File: config.mk
export PLATFORM = sky130hd
export DESIGN_NAME = square_fsm
export DESIGN_NICKNAME = d
export VERILOG_FILES = /design/src/rtl/square_fsm.sv
export SDC_FILE = /design/constraint.sdc
export NUM_CORES = 1
export LEC_CHECK = 0
export ABC_AREA = 1
export ABC_CLOCK_PERIOD_IN_PS = 4100
export CAP_MARGIN = 20
export CORE_MARGIN = 3
export CORE_UTILIZATION = 55
export CTS_BUF_LIST = sky130_fd_sc_hd__clkbuf_8 sky130_fd_sc_hd__clkbuf_16
export DETAILED_ROUTE_END_ITERATION = 10
export PLACE_DENSITY = 0.76
export SLEW_MARGIN = 40
export SYNTH_ARGS = -nofsm -noshare
export SYNTH_HDL_FRONTEND = slang
export SYNTH_SLANG_ARGS = --single-unit
File: constraint.sdc
create_clock -name clk -period 4.1 [get_ports clk]
set_input_delay 0.615 -clock clk [delete_from_list [all_inputs] [get_ports clk]]
set_output_delay 0.615 -clock clk [all_outputs]
set_load 0.01 [all_outputs]
File: src/rtl/square_fsm.sv
// ---------------------------------------------------------------------------
// square_fsm
//
// Sequential unsigned integer squarer: dt_o = dt_i * dt_i.
// A radix-2 shift-add multiplier runs under a three-state FSM (IDLE/CALC/DONE).
// Each operation takes one iteration per operand bit.
// This block is the counterpart of the sqrt block and uses the same
// enb_i/busy_o control handshake, so the two can be swapped or chained.
//
// Ports
//   clk     in   1          system clock, rising edge
//   rstn_i  in   1          asynchronous active-low reset
//   enb_i   in   1          start request, only looked at while idle
//   dt_i    in   WIDTH      operand, captured on the accepted start edge
//   busy_o  out  1          high while an operation is in flight
//   done_o  out  1          one-cycle pulse when dt_o has just been updated
//   dt_o    out  2*WIDTH    result register, holds until the next completion
//
// Timing (start edge E0)
//   busy_o is high from E0 through E(WIDTH+1), which is WIDTH+1 cycles.
//   dt_o and done_o update at E(WIDTH+1).
//   A start request in the done_o cycle is accepted, because the FSM is
//   already back in IDLE by then. Back-to-back operations therefore complete
//   once every WIDTH+2 cycles.
// ---------------------------------------------------------------------------
module square_fsm #(
  parameter int WIDTH = 8
) (
  input  logic                 clk,
  input  logic                 rstn_i,
  input  logic                 enb_i,
  input  logic [WIDTH-1:0]     dt_i,
  output logic                 busy_o,
  output logic                 done_o,
  output logic [2*WIDTH-1:0]   dt_o
);

  // The counter must be able to hold WIDTH-1, which is the index of the
  // last iteration.
  localparam int               CNT_W    = $clog2(WIDTH + 1);
  localparam logic [CNT_W-1:0] CNT_LAST = CNT_W'(WIDTH - 1);

  typedef enum logic [1:0] {
    IDLE = 2'd0,
    CALC = 2'd1,
    DONE = 2'd2
  } state_e;

  state_e               state_q,  state_d;
  logic [2*WIDTH-1:0]   mcand_q,  mcand_d;
  logic [WIDTH-1:0]     mplier_q, mplier_d;
  logic [2*WIDTH-1:0]   acc_q,    acc_d;
  logic [CNT_W-1:0]     cnt_q,    cnt_d;
  logic [2*WIDTH-1:0]   res_q,    res_d;
  logic                 busy_q,   busy_d;
  logic                 done_q,   done_d;

  // State and datapath registers.
  // Reset discards any in-flight operation. Clearing done_q here also
  // guarantees that an aborted operation never produces a completion pulse.
  always_ff @(posedge clk or negedge rstn_i) begin
    if (!rstn_i) begin
      state_q  <= IDLE;
      mcand_q  <= '0;
      mplier_q <= '0;
      acc_q    <= '0;
      cnt_q    <= '0;
      res_q    <= '0;
      busy_q   <= 1'b0;
      done_q   <= 1'b0;
    end else begin
      state_q  <= state_d;
      mcand_q  <= mcand_d;
      mplier_q <= mplier_d;
      acc_q    <= acc_d;
      cnt_q    <= cnt_d;
      res_q    <= res_d;
      busy_q   <= busy_d;
      done_q   <= done_d;
    end
  end

  // Next-state and datapath update logic.
  // Every register holds its value unless the current state says otherwise.
  // done_d defaults low, so done_o is a single-cycle pulse.
  always_comb begin
    state_d  = state_q;
    mcand_d  = mcand_q;
    mplier_d = mplier_q;
    acc_d    = acc_q;
    cnt_d    = cnt_q;
    res_d    = res_q;
    busy_d   = busy_q;
    done_d   = 1'b0;

    unique case (state_q)
      IDLE: begin
        // Requests are only sampled here, so enb_i is ignored while busy
        // and is never queued.
        if (enb_i) begin
          mcand_d  = {{WIDTH{1'b0}}, dt_i};
          mplier_d = dt_i;
          acc_d    = '0;
          cnt_d    = '0;
          busy_d   = 1'b1;
          state_d  = CALC;
        end
      end

      CALC: begin
        // Each iteration consumes one multiplier bit, starting from the LSB.
        // The product of two WIDTH-bit values always fits in 2*WIDTH bits,
        // so the accumulator add can never carry out.
        if (mplier_q[0]) begin
          acc_d = acc_q + mcand_q;
        end
        mcand_d  = mcand_q << 1;
        mplier_d = mplier_q >> 1;
        cnt_d    = cnt_q + CNT_W'(1);
        if (cnt_q == CNT_LAST) begin
          state_d = DONE;
        end
      end

      DONE: begin
        res_d   = acc_q;
        done_d  = 1'b1;
        busy_d  = 1'b0;
        state_d = IDLE;
      end

      default: begin
        busy_d  = 1'b0;
        state_d = IDLE;
      end
    endcase
  end

  // Output logic.
  // All outputs come straight from registers, so none of them can glitch.
  always_comb begin
    busy_o = busy_q;
    done_o = done_q;
    dt_o   = res_q;
  end

endmodule

==> results of run 1 <==
==> cell type report <==
class	instances	area, um^2
multi-input combinational	296	1530
tap	75	93.8
sequential	64	1600
timing repair buffer	29	283
inverter	65	254
clock buffer	10	138
clock inverter	6	115
fill	498	1970
==> where the power goes <==
group          leakage (nW)  total, mW  switching, mW  internal (mW)
Combinational          1.17       1.50          0.911          0.585
Sequential            0.832       1.06          0.178          0.886
Clock                 0.123      0.679          0.256          0.423
Total                  2.13       3.24           1.34           1.89
==> layout by cell type (no fill, tap or decap), types with 5 or more instances in the layout <==
| cell type | netlist | layout |
|---|---|---|
| nand2_1 | 165 | 165 |
| dfrtp_1 | 64 | 64 |
| inv_1 | 59 | 59 |
| nand3_1 | 30 | 30 |
| clkdlybuf4s50_1 | 0 | 27 |
| ha_1 | 16 | 16 |
| nor2_1 | 14 | 14 |
| o21ai_1 | 12 | 12 |
| a21oi_1 | 12 | 12 |
| clkbuf_8 | 0 | 10 |
| o22ai_1 | 8 | 8 |
| o21ai_2 | 6 | 6 |
| o21ai_0 | 5 | 5 |
==> path summary, 6_finish.rpt <==
path / start / end / slack (ps)
min in group clk: dt_o[9] / dt_o[9] / 470
worst max register to register: mcand_q[0] / acc_q[12] / 2190
max in group asynchronous: rstn_i / mplier_q[2] / 2950
worst min-delay path: rstn_i / done_o / 240
worst max-delay path: enb_i / mcand_q[1] / 2110
worst min register to register: dt_o[9] / dt_o[9] / 470
==> metal layers <==
metal  GRT usage [%]  vias up
met3            5.24       17
met4            9.93        0
met1            28.5     1310
met5               0        -
li1                -     1441
met2            32.8       65
==> metrics by stage <==
| stage | power [mW] | setup slack, ps |
|---|---|---|
| after floorplan | 2.18 | 2520 |
| after global routing | 3.53 | 2030 |
| after global placement | 2.51 | 1850 |
| after CTS | 3.25 | 2130 |
| final | 3.24 | 2110 |
| after detailed placement | 2.57 | 1750 |
==> flip-flops by register name (all words and copies together), names as in the netlist <==
register	cells
dt_o	16
mplier_q	8
done_o	1
cnt_q	4
busy_o	1
mcand_q	16
acc_q	16
state_q	2
==> worst max-delay path: stages <==
cell,delay (ps)
clkdlybuf4s50_1,460
nand2_1,80
nor2_2,490
nor2_4,190
inv_2,230
o221ai_1,130
==> cell families (layout without fill, tap and decap cells) <==
group / after synthesis / after routing / share of synthesized area [%]
flip-flops: 64 / 64 / 46.4
AND/OR/NAND/NOR: 226 / 226 / 27.9
AO/OA/AOI/OAI: 50 / 50 / 9.31
multiplexers: 1 / 1 / 0.290
buffers and inverters: 73 / 110 / 9.31
adder cells (fa/ha/maj): 17 / 17 / 6.37
XOR/XNOR: 2 / 2 / 0.507
==> results.json, run 1 <==
{
  "vias_per_cell": 5.20,
  "antenna_found_initial": 0,
  "maxUsedRoutingLayer": "met4",
  "drtIter0Drc": 149,
  "async_flop_share_pct": 100,
  "cts_resized": 0,
  "ctsRootBufferMaster": "clkbuf_8",
  "fin_crit_sh_pct": 48.6,
  "synth-seq-area-share_pct": 46.4,
  "layout-drive-gt1-share_pct": 8.94,
  "synth-seq-cells": 64,
  "max_cap_viol_count": 0,
  "syn_to_final_growth_pct": 16.3,
  "dp.cells": 529,
  "reg2reg_depth": 11,
  "tightest_slew_ps": 623,
  "wire_per_inst_um": 12.9,
  "met2_wirelength_mm": 3.17,
  "dr.pass1.iters": 4,
  "min_period_ps": 1990,
  "die_w_um": 85.3,
  "remaining_drc_errors": 0,
  "chipHeight_um": 85.3,
  "syn_area_per_cell_um2": 7.98,
  "cts_buffer_depth": 2,
  "slew_headroom_pct": 58.5,
  "cts.reportedPaths.clkPinSlew_ps": 80,
  "dpl-instance-area_um2": 3760,
  "synth_edf_count": 0,
  "start_kind": "primary input",
  "hold_violations": 0,
  "wl_met1_mm": 3.30,
  "grt_pass1_vias": 2692,
  "cts_tree": "yes",
  "power_leakage_nw": 2.13,
  "wirelength_mm": 7.00,
  "post_cts_buffers": 0,
  "synth.distinct_cells": 35,
  "io_pins": 29,
  "antenna_left": 0,
  "run_status": "complete, no violations",
  "yosys_warnings": 0,
  "grt_max_degree": 41,
  "yosysMostFrequentCell": "nand2_1",
  "ir_worst_vdd_v": 0.000524,
  "via_count": 2833,
  "syn-num-nets": 461,
  "finalNonFillerCells": 545,
  "grt_overflow": 0,
  "cts_max_level": 3,
  "worstPathMaxFanout": 18,
  "fmax_mhz": 502,
  "skew_ps": 12.8,
  "post-dp-hpwl_mm": 5.19,
  "cp.required_ps": 4320,
  "clk_latency_ps": 360,
  "synth_ff_type": "dfrtp_1",
  "synth_cells": 433,
  "setup_viol": 0,
  "netlist_area_um2": 3450,
  "finalNetCount": 493,
  "num_antenna_cells": 0,
  "postLayoutCoreUtil_pct": 67.0,
  "clock-sinks": 64,
  "grtUsageTotal_pct": 21.3,
  "synth_top_area_share_pct": 46.4,
  "synthTopCellsByCount": "nand2_1, dfrtp_1, inv_1",
  "rsz0062_at_grt": "no",
  "fin_hold_ws_ps": 238,
  "met3_wirelength_um": 353,
  "ys_top_cells_by_area": "dfrtp_1, nand2_1, inv_1",
  "yosysTopAreaCell": "dfrtp_1",
  "rows": 28,
  "place_congestion": 0.933,
  "endpoint_kind": "flip-flop",
  "numCtsBuffers": 9,
  "worstSetupPathType": "in -> reg",
  "p_per_area_nw_per_um2": 806,
  "hold_path.class": "in -> async",
  "core-area_um2": 5990,
  "grt_pass1_wl_mm": 12.1,
  "arrival_ps": 2210,
  "fin_setup_tns_ps": 0,
  "initial_utilization_pct": 57.7,
  "port_buffers": 28,
  "stdcell_area_um2": 4020,
  "die-area_um2": 7270,
  "hold_buffers": 0,
  "slew_violations": 0
}
(Power assumes the default switching activity.)
==> inputs of run 2 (changes only) <==
--- a/config.mk
+++ b/config.mk
@@ -6,10 +6,10 @@
 export NUM_CORES = 1
 export LEC_CHECK = 0
 export ABC_AREA = 1
-export ABC_CLOCK_PERIOD_IN_PS = 4100
+export ABC_CLOCK_PERIOD_IN_PS = 1600
 export CAP_MARGIN = 20
 export CORE_MARGIN = 3
-export CORE_UTILIZATION = 55
+export CORE_UTILIZATION = 52
 export CTS_BUF_LIST = sky130_fd_sc_hd__clkbuf_8 sky130_fd_sc_hd__clkbuf_16
 export DETAILED_ROUTE_END_ITERATION = 10
 export PLACE_DENSITY = 0.76
==> constraint.sdc (replaced) <==
create_clock -name clk -period 1.6 [get_ports clk]
set_input_delay 0.24 -clock clk [delete_from_list [all_inputs] [get_ports clk]]
set_output_delay 0.24 -clock clk [all_outputs]
set_load 0.01 [all_outputs]
==> results.json, run 2 (synthesis results as in run 1) <==
{
  "hold_path.class": "in -> async",
  "die_w_um": 87.5,
  "cts_max_level": 3,
  "slew_headroom_pct": 64.5,
  "vias_per_cell": 5.22,
  "grt_pass1_wl_mm": 12.9,
  "wirelength_mm": 8.32,
  "met3_wirelength_um": 457,
  "stdcell_area_um2": 4540,
  "num_antenna_cells": 0,
  "cts.reportedPaths.clkPinSlew_ps": 70,
  "max_cap_viol_count": 0,
  "cts_tree": "yes",
  "ir_worst_vdd_v": 0.00103,
  "antenna_found_initial": 0,
  "arrival_ps": 1900,
  "grt_max_degree": 25,
  "setup_viol": 5,
  "clock-sinks": 64,
  "finalNetCount": 528,
  "clk_latency_ps": 350,
  "remaining_drc_errors": 0,
  "via_count": 3033,
  "place_ws_ps": -108,
  "slew_violations": 0,
  "run_status": "complete, but fails checks",
  "hold_violations": 0,
  "rows": 29,
  "place_congestion": 0.899,
  "start_kind": "flip-flop",
  "post-dp-hpwl_mm": 5.47,
  "dr.pass1.iters": 4,
  "drtIter0Drc": 227,
  "wl_met1_mm": 3.55,
  "grt_overflow": 0,
  "io_pins": 29,
  "final_cell_mix": "nand2_1, dfrtp_1, inv_1",
  "worstSetupPathType": "reg -> reg",
  "die-area_um2": 7660,
  "wire_per_inst_um": 14.3,
  "maxUsedRoutingLayer": "met4",
  "min_period_ps": 1650,
  "tightest_slew_ps": 533,
  "cp.required_ps": 1850,
  "endpoint_kind": "flip-flop",
  "fin_ws_ps": -49.1,
  "chipHeight_um": 87.5,
  "fin_crit_sh_pct": 103,
  "numCtsBuffers": 9,
  "skew_ps": 4.32,
  "core-area_um2": 6390,
  "grt_pass1_vias": 2922,
  "met2_wirelength_mm": 4.07,
  "rsz0062_at_grt": "yes",
  "final_common_cell": "nand2_1",
  "cts_buffer_depth": 2,
  "power_leakage_nw": 2.30,
  "syn_to_final_growth_pct": 31.3,
  "port_buffers": 28,
  "dpl-instance-area_um2": 4000,
  "violations": "setup timing",
  "layout-drive-gt1-share_pct": 26.4,
  "fmax_mhz": 606,
  "p_per_area_nw_per_um2": 2070,
  "grtUsageTotal_pct": 22.0,
  "ctsRootBufferMaster": "clkbuf_8",
  "antenna_left": 0,
  "worstPathMaxFanout": 4,
  "initial_utilization_pct": 54.1
}
==> run 2: changes by cell type in the layout (fill, tap and decap cells not counted), sizes merged <==
cell | previous run | this run
clkbuf | 10 | 9
dlygate4sd3 | 0 | 1
clkinv | 2 | 5
inv | 65 | 64
buf | 2 | 36
bufinv | 3 | 1
==> run 2: area by class of cell <==
type                    instances  area [um^2]
repair buffers                 64          586
multi-input cells             296         1810
inverters                      65          254
clock buffers                   9          124
clock inverters                 6         61.3
fillers                       455         1850
well taps                      77         96.3
flip-flops and latches         64         1610
==> run 2: path summary, 6_finish.rpt <==
| kind | from | to | slack, ps | cells past startpoint |
|---|---|---|---|---|
| max | acc_q[0] | acc_q[12] | -50 | 11 |
| min | rstn_i | acc_q[15] | 400 | 2 |
| max reg2reg | acc_q[0] | acc_q[12] | -50 | 11 |
| min reg2reg | dt_o[11] | dt_o[11] | 470 | 2 |
| max in group asynchronous | rstn_i | mcand_q[8] | 680 | 3 |
| min in group clk | dt_o[11] | dt_o[11] | 470 | 2 |
==> run 2: timing repair <==
| item | CTS | global route |
|---|---|---|
| pin swaps | 5 | 11 |
| hold buffers | 1 | 0 |
| setup buffers | 2 | 6 |
| setup endpoints to repair | 12 | 12 |
| resized for setup | 23 | 42 |
| endpoints found under the hold margin | 18 | 0 |
==> run 2: through the flow <==
| stage | hold WS [ps] | util, % | power [mW] | TNS [ps] | std cells |
|---|---|---|---|---|---|
| after detailed placement | 248 | 62.6 | 7.09 | -383 | 557 |
| final | 405 | 71.0 | 9.37 | -99.6 | 581 |
| after floorplan | -55.6 | - | 5.59 | 0 | 433 |
| after global routing | 413 | 71.0 | 10.1 | -798 | 581 |
| after CTS | 413 | 68.1 | 8.82 | 0 | 575 |
| after global placement | 241 | 62.6 | 6.95 | -73.5 | 557 |
==> run 2: power breakdown <==
part	leakage [nW]	switching, mW	internal (mW)
Sequential	0.829	0.553	2.28
Combinational	1.37	2.82	2.39
Clock	0.0948	0.631	0.703
Total	2.30	4.00	5.37
==> run 2: metal layers <==
layer / track usage, % / up-vias
met5: 0 / -
met4: 9.34 / 0
met2: 36.2 / 92
met1: 27.2 / 1419
li1: - / 1499
met3: 5.96 / 23
==> run 2: worst max-delay path, stage by stage (launching register included) <==
cell,delay [ps]
dfrtp_1,360
ha_2,190
inv_2,40
fa_2,350
inv_2,80
nand3_2,90
nand3_4,90
nand3_2,100
nand3_2,90
nand2_2,50
nand3_2,50
nand2_1,50
==> RTL edit 1, RTL diff (flow settings as in run 1) <==
`res_q` no longer has a reset.
--- a/src/rtl/square_fsm.sv
+++ b/src/rtl/square_fsm.sv
@@ -66,5 +66,4 @@
       acc_q    <= '0;
       cnt_q    <= '0;
-      res_q    <= '0;
       busy_q   <= 1'b0;
       done_q   <= 1'b0;
@@ -75,8 +74,11 @@
       acc_q    <= acc_d;
       cnt_q    <= cnt_d;
-      res_q    <= res_d;
       busy_q   <= busy_d;
       done_q   <= done_d;
     end
+  end
+
+  always_ff @(posedge clk) begin
+    res_q <= res_d;
   end
 
Formal check against the unedited RTL: same outputs for any inputs over 10 cycles, from zero or initial values and one cycle with rstn_i low; that may be too few to reach the edited logic, so the function may still have changed.
==> RTL edit 1 against run 1 <==
Sequential share of layout area grew 4.6 points. Cell area shrank 5.8%. Clock power shrank 34%. Synthesized cell count shrank 10%. Setup slack gained 26 ps. Routed wire length shrank 7.3%. Critical endpoint unchanged. Largest cell class unchanged. Worst hold slack gained 130 ps. Global-route usage shrank 0.98 points. Register-to-register slack gained 90 ps. Sequential cell count is the same. Synthesized area shrank 4.2%. Power shrank 16%.
==> RTL edit 1: results (changes against run 1) <==
| Metric | Value |
|---|---|
| Outcome | `finished, final reports clean` |
| Global router's overall resource usage | `0.204 (-0.00982)` |
| Unique masters post-synth | `36 (+2.9%)` |
| Synth Warn # | `0 (unchanged)` |
| DRT Wirelength | `6.49 mm (-7.3%)` |
| RR Startpoint | `acc_q[0]$_DFFE_PN0P_` |
| Max IR drop VDD | `0.424 mV (-19%)` |
| Slew HR | `0.575 (-0.00936)` |
| Vias in the first global route | `2,444 (-9.2%)` |
| Vias | `2,580 (-8.9%)` |
| Worst-Skew Late Latency | `340 ps (-20 ps)` |
| Sequential-to-total area share from yosys stat | `0.508 (+0.0445)` |
| Post-synth ARST share | `0.750 (-0.250)` |
| Placed Instance Area | `3630 sq um (-3.6%)` |
| CP Data Arrival Time | `2180 ps (-30 ps)` |
| P_sw | `1.18 mW (-12%)` |
| Post-Place Setup Slack | `1770 ps (+20.4 ps)` |
| Share of cells above drive strength 1 | `0.0656 (-0.0238)` |
| First-pass GRT wire length | `11.3 mm (-6.6%)` |
| Initial antenna violation count | `0 (unchanged)` |
| DR WL met3 | `353 um (unchanged)` |
| Port-buffer cells | `28 (unchanged)` |
| Mapped Cells | `388 (-10%)` |
| Post-CTS sizing | `0 (unchanged)` |
| Iteration-0 DRC count of the detailed router | `153 (+2.7%)` |
| Placed instance count | `483 (-8.7%)` |
| Critical Path End | `mcand_q[1]$_DFFE_PN0P_` |
| Final worst slack | `2140 ps (+26.5 ps)` |
| Syn nets | `416 (-9.8%)` |
| Post-DRT Antenna Nets | `0 (unchanged)` |
| Lkg Pwr | `1.93 nW (-9.1%)` |
| GPL Wtd Cong | `0.879 (-5.8%)` |
| # nets final | `450 (-8.7%)` |
| Hold slack final | `367 ps (+130 ps)` |
| Pin count of the biggest net entering global routing | `49 (+20%)` |
| Clk power | `0.450 mW (-34%)` |
| Post-synth top cells | `nand2_1, inv_1, dfrtp_1` |
| Metal-1 WL | `3.14 mm (-4.8%)` |
| Post-synth EDFFs | `16 (+16)` |
| Sequential share of power | `0.378 (+0.050)` |
| Setup Fix Bufs, Post-CTS | `0 (unchanged)` |
| Reg2reg setup slack | `2280 ps (+90 ps)` |
| Post-Layout Cell Count | `499 (-8.4%)` |
| Synth top area cells | `dfrtp_1, nand2_1, edfxtp_1` |
| CP max stage cell | `nor2_2` |
| WL met2 | `2.89 mm (-8.8%)` |
| Dpl hpwl | `4.58 mm (-12%)` |
| FF-to-FF End | `acc_q[12]$_DFFE_PN0P_` |
| Clk_skew | `6.63 ps (-6.14 ps)` |
## RTL edit 1: metal layers
layer	vias to the layer above	GRT usage
li1	1316	-
met1	1193	0.282
met2	60	0.312
met3	11	0.0503
met4	0	0.0716
met5	-	0
## RTL edit 1: layout make-up
| type | count | area [sq um] |
|---|---|---|
| clock buffer | 9 | 124 |
| clock inverter | 7 | 32.5 |
| fill | 507 | 1890 |
| inverter | 56 | 215 |
| multi-input combinational | 261 | 1350 |
| sequential | 64 | 1680 |
| tap | 72 | 90.1 |
| timing repair buffer | 30 | 290 |
## RTL edit 1: cells by family (layout without fill, tap and decap cells)
group | Yosys count | in the layout | synth area share
and+or+nand+nor | 204 | 204 | 0.264
DFF | 64 | 64 | 0.508
buffers and inverters | 63 | 102 | 0.0839
AOI/OAI and AO/OA | 36 | 36 | 0.0669
adders and majority gates | 17 | 17 | 0.0665
xor gates and xnor gates | 3 | 3 | 0.00794
muxes | 1 | 1 | 0.00302
==> RTL edit 2, RTL diff (settings of run 1) <==
Made on the original files. The parameter `WIDTH` goes from 8 to 16.
--- a/src/rtl/square_fsm.sv
+++ b/src/rtl/square_fsm.sv
@@ -25,5 +25,5 @@
 // ---------------------------------------------------------------------------
 module square_fsm #(
-  parameter int WIDTH = 8
+  parameter int WIDTH = 16
 ) (
   input  logic                 clk,
Ports: changed (resized dt_i and dt_o); port bits go from 29 to 53. The function was not compared with the original's and may differ.
==> RTL edit 2 against run 1 <==
Cell area increased by 110%. Non-clock buffer count rose by 28. First-iteration DRC count increased to 3.1 times the old value. Routed wire length grew 140%. Setup slack worse by 380 ps. Sequential cell count grew 57. Core utilization up 1.2 points. Die area up 97%. Global-route usage rose by 3.6 points. Via count up 130%. Synthesized area is 110% higher. Critical path depth unchanged. Power increased by 99%. Highest routed layer unchanged.
==> RTL edit 2: results (changes against run 1) <==
| Metric | Value |
|---|---|
| P_sw | `2.71 mW (+100%)` |
| CTS clk-pin slew, worst paths | `50 ps (-30 ps)` |
| Critical Path End | `acc_q[3]$_DFFE_PN0P_` |
| Synth top area cells | `dfrtp_1, nand2_1, inv_1` |
| Final Cycle Share | `0.578 (+0.0925)` |
| Mapped Cells | `1,024 (+140%)` |
| Fillers | `1,095 (+120%)` |
| Slew HR | `0.468 (-0.116)` |
| Worst-Skew Late Latency | `420 ps (+60 ps)` |
| Hold slack final | `204 ps (-33.8 ps)` |
| Startpoint Class | `flop` |
| Synth Flop Type | `dfrtp_1` |
| Pin count of the biggest net entering global routing | `77 (+88%)` |
| Port-buffer cells | `52 (+86%)` |
| Setup Fix Bufs, Post-CTS | `0 (unchanged)` |
| Synth Warn # | `0 (unchanged)` |
| GPL Wtd Cong | `0.946 (+1.4%)` |
| CP max stage cell | `inv_1` |
| Placed instance count | `1,222 (+130%)` |
| Drt first pass iters | `5 (+1)` |
| Reg2reg setup slack | `1730 ps (-460 ps)` |
| Vias | `6,474 (+130%)` |
| Clk_skew | `15.8 ps (+3.04 ps)` |
| Root buffer cell | `clkbuf_16` |
| Met3 Use GR | `0.0509 (-0.00153)` |
| Placed Instance Area | `7760 sq um (+110%)` |
| First-pass GRT wire length | `28.4 mm (+130%)` |
| DR WL met3 | `1.00 mm (+180%)` |
| Sequential share of power | `0.301 (-0.027)` |
| Crit path largest cell delay | `720 ps (+230 ps)` |
| Met2 Track Usage GR | `0.371 (+0.0427)` |
| Post-Layout Cell Count | `1,254 (+130%)` |
| CP Data Arrival Time | `2690 ps (+480 ps)` |
| Outcome | `finished, final reports clean` |
| Area delta synth->final | `18.1%` |
| Met1 usage | `0.364 (+0.0791)` |
| Dpl hpwl | `12.2 mm (+140%)` |
| Switch share | `0.420 (+0.00528)` |
| CTS Buf Count | `17 (+8)` |
| Combinational power | `2.90 mW (+93%)` |
| DRT Wirelength | `16.8 mm (+140%)` |
| # nets final | `1,126 (+130%)` |
| Global router's overall resource usage | `0.250 (+0.0364)` |
| H-tree depth | `4 (+1)` |
| Post-synth top cells | `nand2_1, inv_1, dfrtp_1` |
| Metal-1 WL | `8.15 mm (+150%)` |
| Crit path max-delay family | `buffers and inverters` |
| Unique masters post-synth | `29 (-17%)` |
| Max IR drop VDD | `0.399 mV (-24%)` |
| Sequential-to-total area share from yosys stat | `0.425 (-0.0383)` |
| Lkg Pwr | `4.56 nW (+110%)` |
| Iteration-0 DRC count of the detailed router | `458 (+210%)` |
| Post-Place Setup Slack | `1630 ps (-122 ps)` |
| RR Startpoint | `state_q[0]$_DFFE_PN0P_` |
| WL met2 | `7.26 mm (+130%)` |
| Crit-path max FO | `21 (+3)` |
| Share of cells above drive strength 1 | `0.0368 (-0.0525)` |
| Vias in the first global route | `6,000 (+120%)` |
[RTL edit 2: cell types whose count changed in the layout (fill, tap and decap cells not counted), moves of 19 or more]
cell / before / now
clkdlybuf4s50_1: 27 / 51
inv_1: 59 / 194
nand2_1: 165 / 375
dfrtp_1: 64 / 121
o21ai_0: 5 / 103
a21oi_1: 12 / 31
nor2_1: 14 / 47
[RTL edit 2: kinds of logic after synthesis]
logic type      synth area share
flops                      0.425
buf+inv                    0.121
xor+xnor                 0.00246
fa+ha+maj                 0.0608
simple gates               0.265
compound gates             0.125
[RTL edit 2: cell type report]
| class | count | area share |
|---|---|---|
| Clock inverter | 12 | 0.0214 |
| Clock buffer | 20 | 0.0555 |
| Sequential cell | 121 | 0.360 |
| Tap cell | 168 | 0.0250 |
| Inverter | 193 | 0.0868 |
| Timing Repair Buffer | 57 | 0.0665 |
| Multi-Input combinational cell | 683 | 0.385 |
